**src/rtl/vga_timing_pkg.sv**
```systemverilog
// vga_timing_pkg: shared timing presets and helper functions for the VGA timing generator.
//   calc_total : pixels (or lines) per period from active/front porch/sync/back porch
//   calc_cw    : minimum counter width able to hold total-1
package vga_timing_pkg;

  function automatic int unsigned calc_total(input int unsigned active, input int unsigned fp,
                                             input int unsigned sync, input int unsigned bp);
    return active + fp + sync + bp;
  endfunction

  function automatic int unsigned calc_cw(input int unsigned total);
    return (total <= 1) ? 1 : $clog2(total);
  endfunction

  // 640x480 @ 60 Hz, 25.175 MHz pixel clock, negative syncs
  localparam int unsigned VGA640_H_ACTIVE = 640;
  localparam int unsigned VGA640_H_FP     = 16;
  localparam int unsigned VGA640_H_SYNC   = 96;
  localparam int unsigned VGA640_H_BP     = 48;
  localparam int unsigned VGA640_V_ACTIVE = 480;
  localparam int unsigned VGA640_V_FP     = 10;
  localparam int unsigned VGA640_V_SYNC   = 2;
  localparam int unsigned VGA640_V_BP     = 33;
  localparam bit          VGA640_H_POL    = 1'b0;
  localparam bit          VGA640_V_POL    = 1'b0;

  // 800x600 @ 72 Hz, 50 MHz pixel clock, positive syncs
  localparam int unsigned SVGA800_H_ACTIVE = 800;
  localparam int unsigned SVGA800_H_FP     = 56;
  localparam int unsigned SVGA800_H_SYNC   = 120;
  localparam int unsigned SVGA800_H_BP     = 64;
  localparam int unsigned SVGA800_V_ACTIVE = 600;
  localparam int unsigned SVGA800_V_FP     = 37;
  localparam int unsigned SVGA800_V_SYNC   = 6;
  localparam int unsigned SVGA800_V_BP     = 23;
  localparam bit          SVGA800_H_POL    = 1'b1;
  localparam bit          SVGA800_V_POL    = 1'b1;

endpackage

```
**src/rtl/vga_axis_counter.sv**
```systemverilog
// vga_axis_counter: one timing axis (horizontal or vertical) of the VGA generator.
// Counts 0..TOTAL-1 on each step and decodes the current count combinationally.
// Ports:
//   px_clk, reset_n : pixel clock, asynchronous active-low reset
//   step            : advance the counter on this edge
//   count           : current position
//   last            : count == TOTAL-1
//   sync_d          : sync level for the current count (POL while in the sync pulse)
//   blank_d         : count < FP+SYNC+BP
//   active_d        : count in the visible part of the axis
//   pos_d           : count-BLANK while active, else 0
module vga_axis_counter
  import vga_timing_pkg::*;
#(
  parameter int unsigned ACTIVE = 640,
  parameter int unsigned FP     = 16,
  parameter int unsigned SYNC   = 96,
  parameter int unsigned BP     = 48,
  parameter bit          POL    = 1'b0,
  parameter int unsigned CW     = 10
) (
  input  logic          px_clk,
  input  logic          reset_n,
  input  logic          step,
  output logic [CW-1:0] count,
  output logic          last,
  output logic          sync_d,
  output logic          blank_d,
  output logic          active_d,
  output logic [CW-1:0] pos_d
);

  localparam int unsigned   TOTAL   = calc_total(ACTIVE, FP, SYNC, BP);
  localparam logic [CW-1:0] LAST_C  = CW'(TOTAL - 1);
  localparam logic [CW-1:0] FP_C    = CW'(FP);
  localparam logic [CW-1:0] SYNC_C  = CW'(SYNC);
  localparam logic [CW-1:0] BLANK_C = CW'(FP + SYNC + BP);

  logic [CW-1:0] count_q, count_d;

  always_comb begin
    count_d = count_q;
    if (step) count_d = last ? '0 : count_q + CW'(1);
  end

  always_ff @(posedge px_clk or negedge reset_n) begin
    if (!reset_n) count_q <= '0;
    else          count_q <= count_d;
  end

  always_comb begin
    count    = count_q;
    last     = (count_q == LAST_C);
    // Below FP the subtraction wraps to >= 2^CW-FP, which is never < SYNC
    // because FP+SYNC <= TOTAL-1 < 2^CW; one compare covers the whole window.
    sync_d   = ((count_q - FP_C) < SYNC_C) ? POL : ~POL;
    blank_d  = (count_q < BLANK_C);
    active_d = ~blank_d;
    pos_d    = active_d ? (count_q - BLANK_C) : '0;
  end

endmodule

```
**src/rtl/vga_timing_gen.sv**
```systemverilog
// vga_timing_gen: parametrised VGA sync/timing generator with pixel enable.
// All outputs are registered and show the decode of the counter state one enabled edge earlier.
// Ports:
//   px_clk, reset_n : pixel clock, asynchronous active-low reset
//   en              : pixel enable; state and outputs advance only when 1
//   hsync, vsync    : sync pulses, asserted level H_POL / V_POL
//   activevideo     : visible region
//   hblank, vblank  : horizontal / vertical blanking
//   x_px, y_px      : position in the visible region, 0 outside it
//   line_start      : one-clock strobe on the cycle showing hc=0
//   frame_start     : one-clock strobe on the cycle showing hc=0, vc=0
//   frame_count     : completed frames, wrapping
module vga_timing_gen
  import vga_timing_pkg::*;
#(
  parameter int unsigned CW       = 10,
  parameter int unsigned H_ACTIVE = 640,
  parameter int unsigned H_FP     = 16,
  parameter int unsigned H_SYNC   = 96,
  parameter int unsigned H_BP     = 48,
  parameter int unsigned V_ACTIVE = 480,
  parameter int unsigned V_FP     = 10,
  parameter int unsigned V_SYNC   = 2,
  parameter int unsigned V_BP     = 33,
  parameter bit          H_POL    = 1'b0,
  parameter bit          V_POL    = 1'b0,
  parameter int unsigned FRAME_CW = 16
) (
  input  logic                px_clk,
  input  logic                reset_n,
  input  logic                en,
  output logic                hsync,
  output logic                vsync,
  output logic                activevideo,
  output logic                hblank,
  output logic                vblank,
  output logic [CW-1:0]       x_px,
  output logic [CW-1:0]       y_px,
  output logic                line_start,
  output logic                frame_start,
  output logic [FRAME_CW-1:0] frame_count
);

  localparam int unsigned H_TOTAL = calc_total(H_ACTIVE, H_FP, H_SYNC, H_BP);
  localparam int unsigned V_TOTAL = calc_total(V_ACTIVE, V_FP, V_SYNC, V_BP);

  if (CW < calc_cw(H_TOTAL) || CW < calc_cw(V_TOTAL)) begin : g_bad_cw
    $error("vga_timing_gen: CW too small for H_TOTAL/V_TOTAL");
  end
  if (H_SYNC == 0 || V_SYNC == 0) begin : g_bad_sync
    $error("vga_timing_gen: sync length must be non-zero");
  end
  if (H_ACTIVE == 0 || V_ACTIVE == 0) begin : g_bad_active
    $error("vga_timing_gen: active region must be non-zero");
  end

  logic [CW-1:0] h_count, v_count, h_pos, v_pos;
  logic          h_last, v_last, h_sync, v_sync, h_blank, v_blank, h_active, v_active;

  vga_axis_counter #(
    .ACTIVE(H_ACTIVE), .FP(H_FP), .SYNC(H_SYNC), .BP(H_BP), .POL(H_POL), .CW(CW)
  ) u_h (
    .px_clk(px_clk), .reset_n(reset_n), .step(en),
    .count(h_count), .last(h_last), .sync_d(h_sync), .blank_d(h_blank),
    .active_d(h_active), .pos_d(h_pos)
  );

  vga_axis_counter #(
    .ACTIVE(V_ACTIVE), .FP(V_FP), .SYNC(V_SYNC), .BP(V_BP), .POL(V_POL), .CW(CW)
  ) u_v (
    .px_clk(px_clk), .reset_n(reset_n), .step(en && h_last),
    .count(v_count), .last(v_last), .sync_d(v_sync), .blank_d(v_blank),
    .active_d(v_active), .pos_d(v_pos)
  );

  logic                hsync_q, hsync_d, vsync_q, vsync_d;
  logic                active_q, active_d, hblank_q, hblank_d, vblank_q, vblank_d;
  logic [CW-1:0]       x_px_q, x_px_d, y_px_q, y_px_d;
  logic                line_start_q, line_start_d, frame_start_q, frame_start_d;
  logic [FRAME_CW-1:0] frame_count_q, frame_count_d;

  always_comb begin
    hsync_d       = hsync_q;
    vsync_d       = vsync_q;
    active_d      = active_q;
    hblank_d      = hblank_q;
    vblank_d      = vblank_q;
    x_px_d        = x_px_q;
    y_px_d        = y_px_q;
    line_start_d  = en && (h_count == '0);
    frame_start_d = en && (h_count == '0) && (v_count == '0);
    frame_count_d = frame_count_q + FRAME_CW'(en && h_last && v_last);
    if (en) begin
      hsync_d  = h_sync;
      vsync_d  = v_sync;
      active_d = h_active && v_active;
      hblank_d = h_blank;
      vblank_d = v_blank;
      // Each axis only zeroes its own position; both need the combined gate.
      x_px_d   = (h_active && v_active) ? h_pos : '0;
      y_px_d   = (h_active && v_active) ? v_pos : '0;
    end
  end

  always_ff @(posedge px_clk or negedge reset_n) begin
    if (!reset_n) begin
      hsync_q       <= ~H_POL;
      vsync_q       <= ~V_POL;
      active_q      <= 1'b0;
      hblank_q      <= 1'b0;
      vblank_q      <= 1'b0;
      x_px_q        <= '0;
      y_px_q        <= '0;
      line_start_q  <= 1'b0;
      frame_start_q <= 1'b0;
      frame_count_q <= '0;
    end else begin
      hsync_q       <= hsync_d;
      vsync_q       <= vsync_d;
      active_q      <= active_d;
      hblank_q      <= hblank_d;
      vblank_q      <= vblank_d;
      x_px_q        <= x_px_d;
      y_px_q        <= y_px_d;
      line_start_q  <= line_start_d;
      frame_start_q <= frame_start_d;
      frame_count_q <= frame_count_d;
    end
  end

  always_comb begin
    hsync       = hsync_q;
    vsync       = vsync_q;
    activevideo = active_q;
    hblank      = hblank_q;
    vblank      = vblank_q;
    x_px        = x_px_q;
    y_px        = y_px_q;
    line_start  = line_start_q;
    frame_start = frame_start_q;
    frame_count = frame_count_q;
  end

endmodule
```
**config.mk**
```make
export PLATFORM = sky130hd
export DESIGN_NAME = vga_timing_gen
export DESIGN_NICKNAME = d
export VERILOG_FILES = /design/src/rtl/vga_timing_pkg.sv /design/src/rtl/vga_axis_counter.sv /design/src/rtl/vga_timing_gen.sv
export SDC_FILE = /design/constraint.sdc
export NUM_CORES = 1
export LEC_CHECK = 0
export CORE_ASPECT_RATIO = 1.25
export CORE_UTILIZATION = 50
export DETAILED_ROUTE_END_ITERATION = 7
export GPL_ROUTABILITY_DRIVEN = 0
export MAX_ROUTING_LAYER = met4
export PLACE_DENSITY = 0.8
export SETUP_SLACK_MARGIN = 0.02
export SLEW_MARGIN = 20
export SYNTH_ARGS = -nofsm -noshare
export SYNTH_HDL_FRONTEND = slang
export SYNTH_SLANG_ARGS = --single-unit
```
**constraint.sdc**
```tcl
create_clock -name px_clk -period 6 [get_ports px_clk]
set_input_delay 1.2 -clock px_clk [delete_from_list [all_inputs] [get_ports px_clk]]
set_output_delay 1.2 -clock px_clk [all_outputs]
set_load 0.01 [all_outputs]
```
==> results <==
- Setup total negative slack on the finished layout was measured at 0 ns.
- Sorting the synthesized cells by how often they occur yields 61 x dfrtp_1, 37 x inv_1, 25 x nand2_1, 19 x o22ai_1.
- Yosys attributes the largest share of cell area to dfrtp_1 47%, ha_1 6.9%, xnor2_1 4.9%.
- In this run the cell area measured after placement is 3710 sq um.
- The summed instance area of the synthesized netlist is around 3200 sq um.
- The number of standard cells after synthesis is roughly 330.
- Setup violations remaining at the end of the flow were counted as 0.
- For the worst flop-to-flop path, the logic depth is 10.
- The endpoint of the worst register-to-register path is frame_count[10].
- The final core utilization is 0.631.
- Summing over every cut layer, the via total after detailed routing is 2478.
- The count of placed standard cells in the final layout, fillers left out is 455.
- The critical path startpoint is en.
- The clock net in this run drives a total of 63 sinks.
- The number of gates resized after CTS was 0.
- The leakage component of the power is 0.00177 uW.
- Subtracting the final worst setup slack from the clock period gives 3.56 ns.
- The post-layout net count is approximately 390.
- The setup fix buffers added after clock tree synthesis is 0.
- The starting density of the core is 0.522.
- The clock transition time at the flip-flop clock pins of the worst setup and hold paths is 0.06 ns.
- Setup repair after global routing left no endpoint under its margin.
- The number of warning messages in the yosys log is 0.
- The number of nets in the synthesized netlist is ~350.
- The most numerous cell in the Yosys netlist is dfrtp_1.
- The fill cell instance count of the final layout is about 500.
- The maximum number of pins on one net before global-route repair is 64.
- Summing all multi-input logic gate instances after layout gives ~1400 sq um.
- Based on the critical path, the design can be clocked at up to 0.281 GHz.
- The total overflow reported by the global router is 0.
- The max-cap violation count is 0.
- Summed over all instances, the cell type with the most area after synthesis is dfrtp_1.
- The cell area after layout is a little under 4000 sq um.
- The worst setup path is launched from an input port.
- The horizontal die dimension is between 70 and 80 um.
- The area used by sequential logic in the layout is 1580 sq um.
- Following the worst setup path forward leads to its endpoint at frame_count[10].
- After synthesis, the share of flip-flops with an asynchronous set or reset is 1.00.
- Counting the buffers created by CTS gives 9.
- The overall power of the completed layout is between 1000 and 1500 uW.
- The kind of capture point of the worst setup path is a flip-flop.
- In this run the clock root is driven by a clkbuf_8.
- After legalization and detailed placement, the total HPWL measured 4560 um.
- The post-detailed-route count of antenna-violating nets is 0.
- The number of placed instances with taps included is approximately 440.
- The launch point of the worst reg-to-reg path is u_h.count[5].
- The pre-antenna-repair detailed-routing pass consisted of 4 iterations.
- After the first detailed-routing iteration, the DRC count stood at 173.
- The endpoint arrival time on the critical path is 3.78 ns.
- The number of I/O pins is 46.
- Of the synthesized area, sequential elements account for 0.487.
- The count of standard-cell rows is 32.
- The hold violation total from the final report was 0.
- The number of buffers added on ports is 45.
- Dividing the detail-routed wire length by the instance count gives about 15 um.
- The H-tree was split into 3 levels.
- 0 antenna diodes ended up in the layout.
- After synthesis, the mean cell area works out to 9.97 sq um.
- The path class of the tightest hold or removal check is flip-flop to flip-flop.
- The internal reg-to-reg setup slack is between 3 and 4 ns.
- The via count of the first global-routing pass is 2487.
- Among all flip-flop cells after synthesis, the most frequent one is dfrtp_1.
- The critical setup path kind is input port to flip-flop.
- The share of the cycle needed by the critical path after routing is 0.594.
- The total core area is ~6200 sq um.
- Of the cells placed in the final design, the portion with a size suffix greater than 1 is 0.0676.
- The chip height is between 90 and 100 um.
- The initial antenna violation count is 0.
- The maximum fanout count along the critical path is 37.
- For this block, the routed nets add up to around 7000 um of wire.
- The maximum clock skew at final layout is just under 0.009 ns.
- Counting flops and latches in the post-synthesis netlist gives 63.
- The slew of the pin with the lowest slew margin is 0.900 ns.
- The number of synthesized flops with an enable pin is 0.
- Buffers inserted to repair hold after CTS numbered 0.
- In this run, distinct cell masters in the synthesized netlist total 40.
- The number of max-slew violations in the final report is 0.
- The all-layer global routing usage is 0.236.
- In the routed design, unresolved DRC markers number 0.
- The run finished with clean final reports.
- Power spread over the standard cell area amounts to about 270 nW/um^2.
- The clock latency reported for the late side of the worst-skew pair is between 0.3 and 0.4 ns.
- The required time of the worst setup path is roughly 6.2 ns.
- After detailed routing, the number of vias per cell comes to approximately 5.4.
- The share of synthesized area in the top cell type comes to 0.471.
- The maximum clock insertion buffer count is 2.
- The die footprint is 6810 sq um.
- The worst slew slack as a fraction of its limit is 0.398.
- TritonCTS built the clock tree.
- The maximum vdd drop is between 100 and 150 uV.
- The wire length of the first global-routing pass is ~12000 um.
- Relative to the synthesized area, the layout overhead comes to 20.8%.
==> worst min path at each step <==
stage	from	to	cells past startpoint
2_1_floorplan	u_h.count[3]	line_start	1
3_3_place_gp	frame_count[15]	frame_count[15]	1
3_5_place_dp	frame_count[15]	frame_count[15]	1
6_report	frame_count[15]	frame_count[15]	1
4_1_cts	frame_count[15]	frame_count[15]	1
5_1_grt	frame_count[15]	frame_count[15]	1
==> power by group <==
part	leakage (uW)	total (uW)	switching [uW]	internal, uW
Combinational	0.000823	170	99.6	70.0
Sequential	0.000841	495	42.5	452
Clock	0.000109	381	156	225
Total	0.00177	1050	299	747
==> layout by cell type, fill, tap and decap left out, types with 3 or more instances in the layout <==
cell type,instances
mux2i_1,3
dfrtp_1,61
clkbuf_8,12
a31oi_1,3
xor2_1,15
nor3_1,6
and4_1,3
clkdlybuf4s50_1,44
xnor2_1,18
o22ai_1,19
nand3_1,14
a21oi_1,11
ha_1,18
o21ai_0,14
nor4_1,4
nand2_1,25
nor2_1,17
inv_1,37
nand4_1,10
and3_1,6
==> cells by family (layout without fill, tap and decap cells) <==
logic type | Yosys count | after routing | share of synthesized area
compound gates | 57 | 57 | 0.112
xor+xnor | 33 | 33 | 0.0892
fa+ha+maj | 18 | 18 | 0.0695
buf+inv | 55 | 100 | 0.0737
flops | 63 | 63 | 0.487
mux | 3 | 3 | 0.00926
simple gates | 96 | 96 | 0.159
==> metal layers <==
metal / GRT usage / wire length, um
met4: 0.115 / 153
met1: 0.299 / 3080
met5: - / 0
met2: 0.357 / 3360
met3: 0.0462 / 261
==> through the flow <==
stage / hold slack [ns] / worst slack, ns
after global placement: 0.465 / 2.26
after detailed placement: 0.472 / 2.12
after global routing: 0.502 / 2.29
final: 0.481 / 2.44
after CTS: 0.481 / 2.47
after floorplan: 0.486 / 3.17
==> flip-flops by register name, indices dropped and copies added, names as in the netlist <==
| signal | count |
|---|---|
| activevideo | 1 |
| frame_count | 16 |
| frame_start | 1 |
| hblank | 1 |
| hsync | 1 |
| line_start | 1 |
| u_h.count | 10 |
| u_v.count | 10 |
| vblank | 1 |
| vsync | 1 |
| x_px | 10 |
| y_px | 10 |
==> worst max-delay path, cell delays in order <==
cell,delay [ns]
clkdlybuf4s50_1,0.48
buf_4,0.37
and4_1,0.39
nand3_4,0.17
nor2_1,0.21
ha_1,0.19
ha_1,0.23
and3_1,0.24
nand4_1,0.13
xnor2_1,0.15
==> cell type report <==
cell class	count	area share
clock buffers	13	0.0431
clock inverters	3	0.0102
inverters	37	0.0355
multi-input cells	207	0.363
flip-flops and latches	63	0.403
well taps	85	0.0271
repair buffers	47	0.118
Note: power is estimated with default switching activity, not from simulation.
